**src/rtl/pwm_pkg.sv**
```systemverilog
// Shared constants and types for the multi-channel PWM generator.
package pwm_pkg;

    localparam int unsigned PWM_DEF_WIDTH    = 9;
    localparam int unsigned PWM_DEF_CHANNELS = 4;

    // Counting mode, as captured in the shadow/active centre bit
    localparam logic PWM_EDGE   = 1'b0;
    localparam logic PWM_CENTRE = 1'b1;

    // Counter direction; only centre-aligned mode ever counts down
    typedef enum logic {
        DIR_UP   = 1'b0,
        DIR_DOWN = 1'b1
    } dir_t;

endpackage

```
**src/rtl/pwm_channel_cmp.sv**
```systemverilog
// One PWM compare channel: registered (cnt <= duty) with polarity, inactive level when stopped.
module pwm_channel_cmp
    import pwm_pkg::*;
#(
    parameter int unsigned WIDTH = PWM_DEF_WIDTH
) (
    input  logic             clk,
    input  logic             reset,
    input  logic [WIDTH-1:0] cnt,
    input  logic [WIDTH-1:0] duty,
    input  logic             polarity,
    input  logic             run,
    output logic             out
);

    logic raw_c;

    // Raw compare against the active duty
    always_comb begin
        raw_c = (cnt <= duty);
    end

    // Output flop: polarity applied live; inactive level is the inverse of polarity
    always_ff @(posedge clk or negedge reset) begin
        if (!reset) begin
            out <= 1'b0;
        end else if (run) begin
            out <= polarity ? raw_c : ~raw_c;
        end else begin
            out <= ~polarity;
        end
    end

endmodule

```
**src/rtl/pwm_multi_core.sv**
```systemverilog
// Multi-channel PWM: shared edge/centre-aligned counter, double-buffered period/duty/mode.
module pwm_multi_core
    import pwm_pkg::*;
#(
    parameter int unsigned WIDTH    = PWM_DEF_WIDTH,
    parameter int unsigned CHANNELS = PWM_DEF_CHANNELS
) (
    input  logic                      clk,
    input  logic                      reset,
    input  logic                      enable,
    input  logic                      update_req,
    input  logic [WIDTH-1:0]          period,
    input  logic [CHANNELS*WIDTH-1:0] duty,
    input  logic                      centre,
    input  logic [CHANNELS-1:0]       polarity,
    output logic [CHANNELS-1:0]       out,
    output logic                      period_end,
    output logic                      update_pending
);

    localparam logic [WIDTH-1:0] CNT_ONE = WIDTH'(1);

    logic [WIDTH-1:0]          cnt_q, cnt_d;
    dir_t                      dir_q, dir_d;
    logic [WIDTH-1:0]          period_act_q, period_sh_q;
    logic [CHANNELS*WIDTH-1:0] duty_act_q, duty_sh_q;
    logic                      centre_act_q, centre_sh_q;
    logic                      pending_q;
    logic                      run_c, boundary_c, apply_sh_c;

    // Counter/direction state register
    always_ff @(posedge clk or negedge reset) begin
        if (!reset) begin
            cnt_q <= CNT_ONE;
            dir_q <= DIR_UP;
        end else begin
            cnt_q <= cnt_d;
            dir_q <= dir_d;
        end
    end

    // Next count: restart at 1 when stopped or at a boundary, else step per mode
    always_comb begin
        cnt_d = cnt_q;
        dir_d = dir_q;
        if (!run_c || boundary_c) begin
            cnt_d = CNT_ONE;
            dir_d = DIR_UP;
        end else if (centre_act_q == PWM_CENTRE) begin
            if (dir_q == DIR_UP) begin
                if (cnt_q == period_act_q) begin
                    dir_d = DIR_DOWN;
                end else begin
                    cnt_d = cnt_q + CNT_ONE;
                end
            end else begin
                cnt_d = cnt_q - CNT_ONE;
            end
        end else begin
            cnt_d = cnt_q + CNT_ONE;
        end
    end

    // Decodes: running, period boundary, and when the shadow may be applied
    always_comb begin
        run_c      = enable && (period_act_q != '0);
        boundary_c = 1'b0;
        if (run_c) begin
            if (centre_act_q == PWM_CENTRE) begin
                boundary_c = (dir_q == DIR_DOWN) && (cnt_q == CNT_ONE);
            end else begin
                boundary_c = (cnt_q == period_act_q);
            end
        end
        // A same-cycle update_req overwrites the shadow instead of letting it apply
        apply_sh_c = pending_q && !update_req && (boundary_c || !run_c);
    end

    // Shadow capture and active-set transfer; while stopped an update goes straight to active
    always_ff @(posedge clk or negedge reset) begin
        if (!reset) begin
            period_sh_q  <= '0;
            duty_sh_q    <= '0;
            centre_sh_q  <= PWM_EDGE;
            period_act_q <= '0;
            duty_act_q   <= '0;
            centre_act_q <= PWM_EDGE;
            pending_q    <= 1'b0;
        end else begin
            if (update_req) begin
                period_sh_q <= period;
                duty_sh_q   <= duty;
                centre_sh_q <= centre;
            end
            if (update_req && !run_c) begin
                period_act_q <= period;
                duty_act_q   <= duty;
                centre_act_q <= centre;
                pending_q    <= 1'b0;
            end else if (update_req) begin
                pending_q <= 1'b1;
            end else if (apply_sh_c) begin
                period_act_q <= period_sh_q;
                duty_act_q   <= duty_sh_q;
                centre_act_q <= centre_sh_q;
                pending_q    <= 1'b0;
            end
        end
    end

    // Period-end pulse, one cycle after the boundary cycle
    always_ff @(posedge clk or negedge reset) begin
        if (!reset) begin
            period_end <= 1'b0;
        end else begin
            period_end <= boundary_c;
        end
    end

    assign update_pending = pending_q;

    // Per-channel compare outputs
    for (genvar i = 0; i < CHANNELS; i++) begin : g_ch
        pwm_channel_cmp #(
            .WIDTH(WIDTH)
        ) u_cmp (
            .clk      (clk),
            .reset    (reset),
            .cnt      (cnt_q),
            .duty     (duty_act_q[i*WIDTH +: WIDTH]),
            .polarity (polarity[i]),
            .run      (run_c),
            .out      (out[i])
        );
    end

endmodule

```
**config.mk**
```make
export PLATFORM = sky130hd
export DESIGN_NAME = pwm_multi_core
export DESIGN_NICKNAME = d
export VERILOG_FILES = /design/src/rtl/pwm_pkg.sv /design/src/rtl/pwm_channel_cmp.sv /design/src/rtl/pwm_multi_core.sv
export SDC_FILE = /design/constraint.sdc
export NUM_CORES = 1
export LEC_CHECK = 0
export ABC_AREA = 1
export BUFFER_PORTS_ARGS = -buffer_cell sky130_fd_sc_hd__buf_2
export CORE_MARGIN = 2
export CORE_UTILIZATION = 50
export DETAILED_ROUTE_END_ITERATION = 6
export PLACE_DENSITY = 0.69
export SYNTH_ARGS = -nofsm -noshare
export SYNTH_HDL_FRONTEND = slang
export SYNTH_SLANG_ARGS = --single-unit
export TNS_END_PERCENT = 5
```
**constraint.sdc**
```tcl
create_clock -name clk -period 2.8 [get_ports clk]
set_clock_uncertainty 0.2 [all_clocks]
set_input_delay 0.7 -clock clk [delete_from_list [all_inputs] [get_ports clk]]
set_output_delay 0.7 -clock clk [all_outputs]
set_load 0.1 [all_outputs]
```
==> impl_metrics.toml, run 1 <==
[status]
outcome = "completed"

[placement]
dp_hpwl_um = 10200
pre_cts_slack_ps = 434
place.gp.congestion = 0.892
port_buffers = 59

[drt]
drt_pass1_iterations = 5
highest_layer = "met4"
wl_um = 14700
wl_per_cell_um = 13.1
m1WireLength_um = 7030
vias = 5615
drtIter0Drc = 341
met3_length_um = 711
drc = 0
vias_per_cell = 5.00
ant_nets = 0
wl_met2_um = 6800

[worst_setup_path]
critPathMaxFanout = 46
reg2reg_to = "duty_act_q[34]"
crit_type = "register to register"
cp.required_ps = 2840
r2r_slack_ps = 400
cp-startpoint = "period_act_q[4]"
rr_worst_depth = 9
startpoint_type = "register"
worstSetupEndpointType = "register"
r2r_start = "period_act_q[4]"
crit_arrival_ps = 2440

[timing]
finalSetupTns_ps = 0
tightestPinTransition_ps = 543
setup_viol = 0
hold_violations = 0
rsz0062_at_grt = "false"
slew_headroom = 0.638
whs_ps = 66.8
clock.fmax_ghz = 0.417
finalCriticalPeriod_ps = 2400
finalCritPeriodShare = 0.856
finalWorstSetupSlack_ps = 403
slew_violations = 0

[synth]
synth_edf_count = 0
syn_avg_cell_area_um2 = 7.40
ys_ff_latch = 108
syn_inst = 908
netlist_area_um2 = 6720
syn_nets = 1001
synth_cell_type_count = 33
ys_warn_count = 0
synth_flop_cell = "dfrtp_1"
ys_seq_area_frac = 0.402
async_flop_share = 1.00

[pwr]
irDropWorstVdd_v = 0.000422
p_int_mw = 3.45
comb_power_share = 0.410
pwr-share-seq = 0.388
p_sw_mw = 2.54
powerDensity_nw_per_um2 = 821
clockPowerShare = 0.202
power_leakage_nw = 4.07
switching_share = 0.424

[floorplanning]
io_pins = 60
initial_utilization = 0.510
rows = 42
die_area_um2 = 14400
core_um2 = 13200
die_y_um = 120
die_w_um = 120

[clocking]
cts_tree = "built"
cts_buffers = 9
ctsHtreeMaxLevel = 3
clk_pin_slew_ps = 70
clockBufferDepth = 2
cts_hold_buf = 0
cts_root_buf = "clkbuf_16"
numClockSinks = 108
post-cts-setup-buffers = 0
cts-resized-gates = 0
insertion_delay_ps = 360

[final_layout]
syn2layout_area_growth_pct = 8.53
drive_gt1_frac = 0.131
antenna_cells = 0
nets = 1036
fill_cells = 1281

[worst_hold_path]
hold_path.class = "primary input to async pin"

[global_routing]
antenna_found_initial = 0
grt_pass1_wl_um = 25400
grt_max_degree = 87
gr-total-overflow = 0
grt_use_total = 0.220
grt_pass1_vias = 5249

[job]
cap_violations = 0
layer usage:
metal | up-vias | track usage
met5 | - | 0
met3 | 12 | 0.0490
li1 | 2938 | -
met1 | 2556 | 0.307
met2 | 109 | 0.349
met4 | 0 | 0.0529
layout make-up:
type,count,area [um^2],share of cell area
flip-flops and latches,108,2700,0.371
multi-input cells,686,3410,0.467
well taps,176,220,0.0302
clock inverters,3,21.3,0.00292
inverters,66,248,0.0340
clock buffers,13,250,0.0343
repair buffers,72,445,0.0611
worst max-delay path: stages (launching register included):
cell and delay, ps:
dfrtp_1 430, or2_1 230, nor2_2 180, nand2_1 90, nand2_2 80, nand2_2 200
nand2_4 290, nand2_4 310, nand2_1 160, nand2_1 70
synth_stat cells, types with 4 or more instances:
cell type	n	area (um^2)
a21oi_1	28	140
buf_12	4	80.1
buf_2	13	65.1
buf_4	5	37.5
buf_6	8	90.1
clkbuf_1	14	52.6
dfrtp_1	107	2680
ha_1	39	488
inv_1	60	225
inv_2	6	22.5
nand2_1	419	1570
nand3_1	94	470
nand3_2	22	220
nand3b_1	7	52.6
nand4_1	9	56.3
nor2_1	26	97.6
nor2_2	4	25.0
nor3_1	5	25.0
o21a_1	4	30.0
o21ai_0	9	45.0
xnor2_1	5	43.8
xor2_1	6	52.6
sequential cells by signal (all words and copies together), names as in the netlist:
signal / count
update_pending: 1
duty_sh_q: 36
duty_act_q: 36
centre_act_q: 1
cnt_q: 9
period_end: 1
period_act_q: 9
centre_sh_q: 1
g_ch.u_cmp.out: 4
dir_q: 1
period_sh_q: 9
metrics by stage:
| stage | cells | utilization | total power [mW] | area (um^2) |
|---|---|---|---|---|
| 6_report | 1124 | 0.553 | 5.99 | 7290 |
| 5_1_grt | 1124 | 0.553 | 6.52 | 7290 |
| 4_1_cts | 1124 | 0.553 | 6.05 | 7290 |
| 3_5_place_dp | 1108 | 0.532 | 4.82 | 7020 |
| 3_3_place_gp | 1108 | 0.532 | 4.76 | 7020 |
| 2_1_floorplan | 908 | - | 4.30 | 6720 |
power by group through the flow:
stage	clock [mW]	sequential (mW)	combinational, mW
floorplan	0	2.26	2.04
global placement	0	2.35	2.41
detailed placement	0	2.35	2.47
CTS	1.24	2.32	2.48
global route	1.30	2.38	2.84
finish	1.21	2.32	2.46
worst max-delay path by stage:
stage / to / slack (ps) / cells after the start
after floorplan: period_act_q[1] / 810 / 11
after global placement: duty_act_q[32] / 470 / 8
after detailed placement: duty_act_q[32] / 430 / 9
after CTS: duty_act_q[34] / 400 / 9
after global routing: period_act_q[3] / 220 / 9
final: duty_act_q[34] / 400 / 9
logic make-up (layout without fill, tap and decap cells):
group / Yosys count / in the layout / synth area share
AO/OA/AOI/OAI: 43 / 43 / 0.0357
XOR/XNOR: 11 / 11 / 0.0143
adder cells (fa/ha/maj): 39 / 39 / 0.0726
buffers and inverters: 114 / 154 / 0.0910
flip-flops: 108 / 108 / 0.402
multiplexers: 1 / 1 / 0.00149
AND/OR/NAND/NOR: 592 / 592 / 0.383
placed cells by master, fill, tap and decap left out, drive strengths merged:
cell	n
or2	1
clkbuf	13
nor2	30
clkinv	1
a21oi	28
nand2	423
nor3	6
dfstp	1
nand3	116
dfrtp	107
nand3b	7
a21boi	1
o21a	4
inv	67
nand4	9
clkinvlp	1
buf	72
mux2i	1
a31oi	1
o21ai	9
xnor2	5
ha	39
xor2	6
(Power assumes the default switching activity.)
==> inputs of run 2 (changes only) <==
- RECOVER_POWER: unset -> 100
==> impl_metrics.toml, run 2 (same netlist as run 1, synthesis figures left out) <==
[drt]
vias_per_cell = 5.01
m1WireLength_um = 7090
drc = 0
drt_pass1_iterations = 5
highest_layer = "met4"
vias = 5636
drtIter0Drc = 315
met3_length_um = 680
wl_per_cell_um = 13.1
wl_met2_um = 6770
wl_um = 14700
ant_nets = 0

[pwr]
irDropWorstVdd_v = 0.000422
power_leakage_nw = 4.04
clockPowerShare = 0.202
switching_share = 0.424
power_mw = 5.97
p_int_mw = 3.44
pwr-share-seq = 0.389
p_sw_mw = 2.53
powerDensity_nw_per_um2 = 822
comb_power_share = 0.408

[final_layout]
mostFrequentLayoutCells = "nand2_1, dfrtp_1, nand3_1, inv_1, buf_2"
syn2layout_area_growth_pct = 8.06
post-route-util = 0.551
drive_gt1_frac = 0.118
layout_commonest_cell = "nand2_1"
reg_top3 = "duty_act_q x36, duty_sh_q x36"
antenna_cells = 0
finalNonFillerCells = 1124
nets = 1036

[worst_setup_path]
startpoint_type = "register"
slowest_stage = "dfrtp_1"
crit_arrival_ps = 2590
cp.required_ps = 2890
cp-startpoint = "cnt_q[5]"
critPathMaxFanout = 29
worstSetupEndpointType = "register"
worst-path-buf-inv = 2
crit_type = "register to register"
crit_family = "simple AND/OR/NAND/NOR gates"
max_stage_delay_ps = 600
r2r_start = "cnt_q[5]"
worstPathCellList = "inv_2 > nand2_1 > nand4_1 > nor2_2 > nand3_2 > nand3_1 > buf_4 > nand3_1 > nand2_1"

[timing]
slew_violations = 27
rsz0062_at_grt = "false"
clock.fmax_ghz = 0.401
hold_violations = 0
setup_viol = 0
finalCritPeriodShare = 0.891
slew_headroom = -0.138
finalCriticalPeriod_ps = 2490
whs_ps = 271
finalSetupTns_ps = 0
tightestPinTransition_ps = 1710

[clocking]
cts-resized-gates = 0
clk_pin_slew_ps = 70
cts_buffers = 9
cts_root_buf = "clkbuf_16"
numClockSinks = 108
ctsHtreeMaxLevel = 3
post-cts-setup-buffers = 0
insertion_delay_ps = 360
cts_hold_buf = 0
clockBufferDepth = 2
cts_tree = "built"

[global_routing]
gr-total-overflow = 0
antenna_found_initial = 0
grt_max_degree = 87
grt_use_total = 0.220
grt_pass1_wl_um = 25400
grt_pass1_vias = 5249

[floorplanning]
die_area_um2 = 14400
core_um2 = 13200
rows = 42
io_pins = 60
die_y_um = 120
initial_utilization = 0.510
die_w_um = 120

[status]
outcome = "finished, violations left"
failed_checks = "max-capacitance violations, max-slew violations"

[job]
cap_violations = 1

[placement]
dp_hpwl_um = 10200
place_inst = 1108
port_buffers = 59
place.gp.congestion = 0.892

[worst_hold_path]
hold_path.class = "register to register"
min_from = "duty_sh_q[20]"
-- run 2: path summary, 6_finish.rpt --
path | endpoint | slack, ps | cells after the start
worst max-delay path | duty_act_q[27] | 310 | 9
worst max register to register | duty_act_q[27] | 310 | 9
min in group asynchronous | period_sh_q[3] | 580 | 1
worst min-delay path | duty_sh_q[20] | 270 | 2
worst min register to register | duty_sh_q[20] | 270 | 2
max in group asynchronous | period_end | 820 | 1
-- run 2: worst min-delay path, cell delays in order, from the launching register on --
cell and delay, ps:
dfrtp_1 340, nand2_1 50, nand2_1 40
-- run 2: routing by layer --
layer | up-vias | global-route usage
met5 | - | 0
met4 | 0 | 0.0529
met3 | 11 | 0.0490
met2 | 112 | 0.349
met1 | 2574 | 0.307
li1 | 2939 | -
-- run 2: power groups by stage --
stage | clock network, mW | logic [mW] | registers, mW
floorplan | 0 | 2.04 | 2.26
global route | 1.30 | 2.82 | 2.38
CTS | 1.24 | 2.48 | 2.32
finish | 1.21 | 2.44 | 2.32
detailed placement | 0 | 2.47 | 2.35
global placement | 0 | 2.41 | 2.35
-- run 2: final cells by class --
cell class | count | area, um^2
tap | 176 | 220
timing repair buffer | 72 | 424
clock inverter | 3 | 21.3
clock buffer | 13 | 250
inverter | 66 | 248
fill | 1292 | 5930
sequential | 108 | 2700
multi-input combinational | 686 | 3400
-- run 2: per-stage QoR --
step / setup WS, ps / area [um^2]
2_1_floorplan: 808 / 6720
3_3_place_gp: 468 / 7020
3_5_place_dp: 434 / 7020
4_1_cts: 395 / 7290
5_1_grt: 110 / 7260
6_report: 306 / 7260
==> inputs of run 3 (changes only) <==
--- a/constraint.sdc
+++ b/constraint.sdc
@@ -4,2 +4,2 @@
 set_output_delay 0.7 -clock clk [all_outputs]
-set_load 0.1 [all_outputs]
+set_load 0.02 [all_outputs]
==> impl_metrics.toml, run 3 (same netlist as run 1, synthesis figures left out) <==
[final_layout]
nets = 1036
mostFrequentLayoutCells = "nand2_1, dfrtp_1, nand3_1, inv_1, buf_2"
layout_commonest_cell = "nand2_1"
fill_cells = 1293
syn2layout_area_growth_pct = 8.04
drive_gt1_frac = 0.117
finalNonFillerCells = 1124
antenna_cells = 0
reg_top3 = "duty_act_q x36, duty_sh_q x36"

[timing]
setup_viol = 0
finalSetupTns_ps = 0
hold_violations = 0
rsz0062_at_grt = "false"
slew_violations = 27
clock.fmax_ghz = 0.401
tightestPinTransition_ps = 1710
finalCritPeriodShare = 0.891
finalCriticalPeriod_ps = 2500
slew_headroom = -0.138

[floorplanning]
initial_utilization = 0.510
die_area_um2 = 14400
rows = 42
die_w_um = 120
core_um2 = 13200
io_pins = 60
die_y_um = 120

[worst_setup_path]
worstSetupEndpointType = "register"
crit_arrival_ps = 2590
cp.required_ps = 2890
critPathMaxFanout = 29
r2r_slack_ps = 300
crit_end = "duty_act_q[27]"
reg2reg_to = "duty_act_q[27]"
cp-startpoint = "cnt_q[5]"
crit_type = "register to register"
r2r_start = "cnt_q[5]"
startpoint_type = "register"
rr_worst_depth = 9

[drt]
drt_pass1_iterations = 5
drc = 0
wl_um = 14700
vias = 5641
drtIter0Drc = 316
vias_per_cell = 5.02
wl_per_cell_um = 13.1
ant_nets = 0

[pwr]
p_int_mw = 3.44
comb_power_share = 0.391
power_leakage_nw = 4.04
powerDensity_nw_per_um2 = 799
clockPowerShare = 0.208
pwr-share-seq = 0.401
irDropWorstVdd_v = 0.000422
switching_share = 0.408
p_sw_mw = 2.37

[clocking]
cts_hold_buf = 0
post-cts-setup-buffers = 0
cts-resized-gates = 0
ctsHtreeMaxLevel = 3
insertion_delay_ps = 360
cts_buffers = 9
clk_pin_slew_ps = 70
clockBufferDepth = 2
numClockSinks = 108
cts_root_buf = "clkbuf_16"
cts_tree = "built"

[placement]
place.gp.congestion = 0.892
port_buffers = 59
dp_hpwl_um = 10200
place_inst = 1108

[global_routing]
grt_pass1_wl_um = 25400
gr-total-overflow = 0
antenna_found_initial = 0
grt_use_total = 0.220
grt_max_degree = 87
grt_pass1_vias = 5249

[worst_hold_path]
hold_path.class = "register to register"

[status]
failed_checks = "max-capacitance violations, max-slew violations"
outcome = "finished, violations left"

[job]
cap_violations = 1
run 3: cell types whose count changed in the layout (fill, tap and decap cells not counted):
cell and delta:
clkbuf_1 +1, clkbuf_2 -1
run 3: cell type report:
class	count	area [um^2]	share of cell area
multi-input cells	686	3400	0.468
flip-flops and latches	108	2700	0.372
repair buffers	72	423	0.0582
clock buffers	13	250	0.0345
inverters	66	248	0.0341
well taps	176	220	0.0303
clock inverters	3	21.3	0.00293
run 3: layer usage:
layer / global-route usage / part of all wire / vias to the layer above / wire length, um
li1: - / - / 2939 / -
met2: 0.349 / 0.46 / 115 / 6780
met3: 0.0490 / 0.047 / 11 / 689
met5: 0 / 0 / - / 0
met1: 0.307 / 0.48 / 2576 / 7070
met4: 0.0529 / 0.0092 / 0 / 135
run 3: power groups by stage:
| stage | Combinational (mW) | Sequential (mW) | Clock (mW) |
|---|---|---|---|
| after floorplan | 1.89 | 2.24 | 0 |
| after global placement | 2.24 | 2.35 | 0 |
| after detailed placement | 2.30 | 2.35 | 0 |
| after CTS | 2.31 | 2.32 | 1.24 |
| after global routing | 2.66 | 2.38 | 1.30 |
| final | 2.27 | 2.32 | 1.21 |
run 3: how the worst min path moves through the flow:
stage / start / cells past startpoint / end
5_1_grt: duty_sh_q[21] / 2 / duty_sh_q[21]
4_1_cts: reset / 1 / period_sh_q[3]
3_3_place_gp: duty_sh_q[31] / 2 / duty_sh_q[31]
6_report: duty_sh_q[20] / 2 / duty_sh_q[20]
2_1_floorplan: reset / 0 / centre_act_q
3_5_place_dp: duty_sh_q[1] / 2 / duty_sh_q[1]
run 3: metrics by stage:
stage	hold slack (ps)	power, mW	utilization	area (um^2)	setup slack (ps)
CTS	70.7	5.88	0.553	7290	395
global route	294	6.34	0.551	7260	110
detailed placement	258	4.65	0.532	7020	434
global placement	254	4.59	0.532	7020	468
floorplan	204	4.13	-	6720	808
finish	271	5.80	0.551	7260	305
run 3: critical path: stages (launching register included):
cell	delay, ps
dfrtp_1	600
inv_2	130
nand2_1	100
nand4_1	150
nor2_2	190
nand3_2	110
nand3_1	260
buf_4	420
nand3_1	130
nand2_1	100
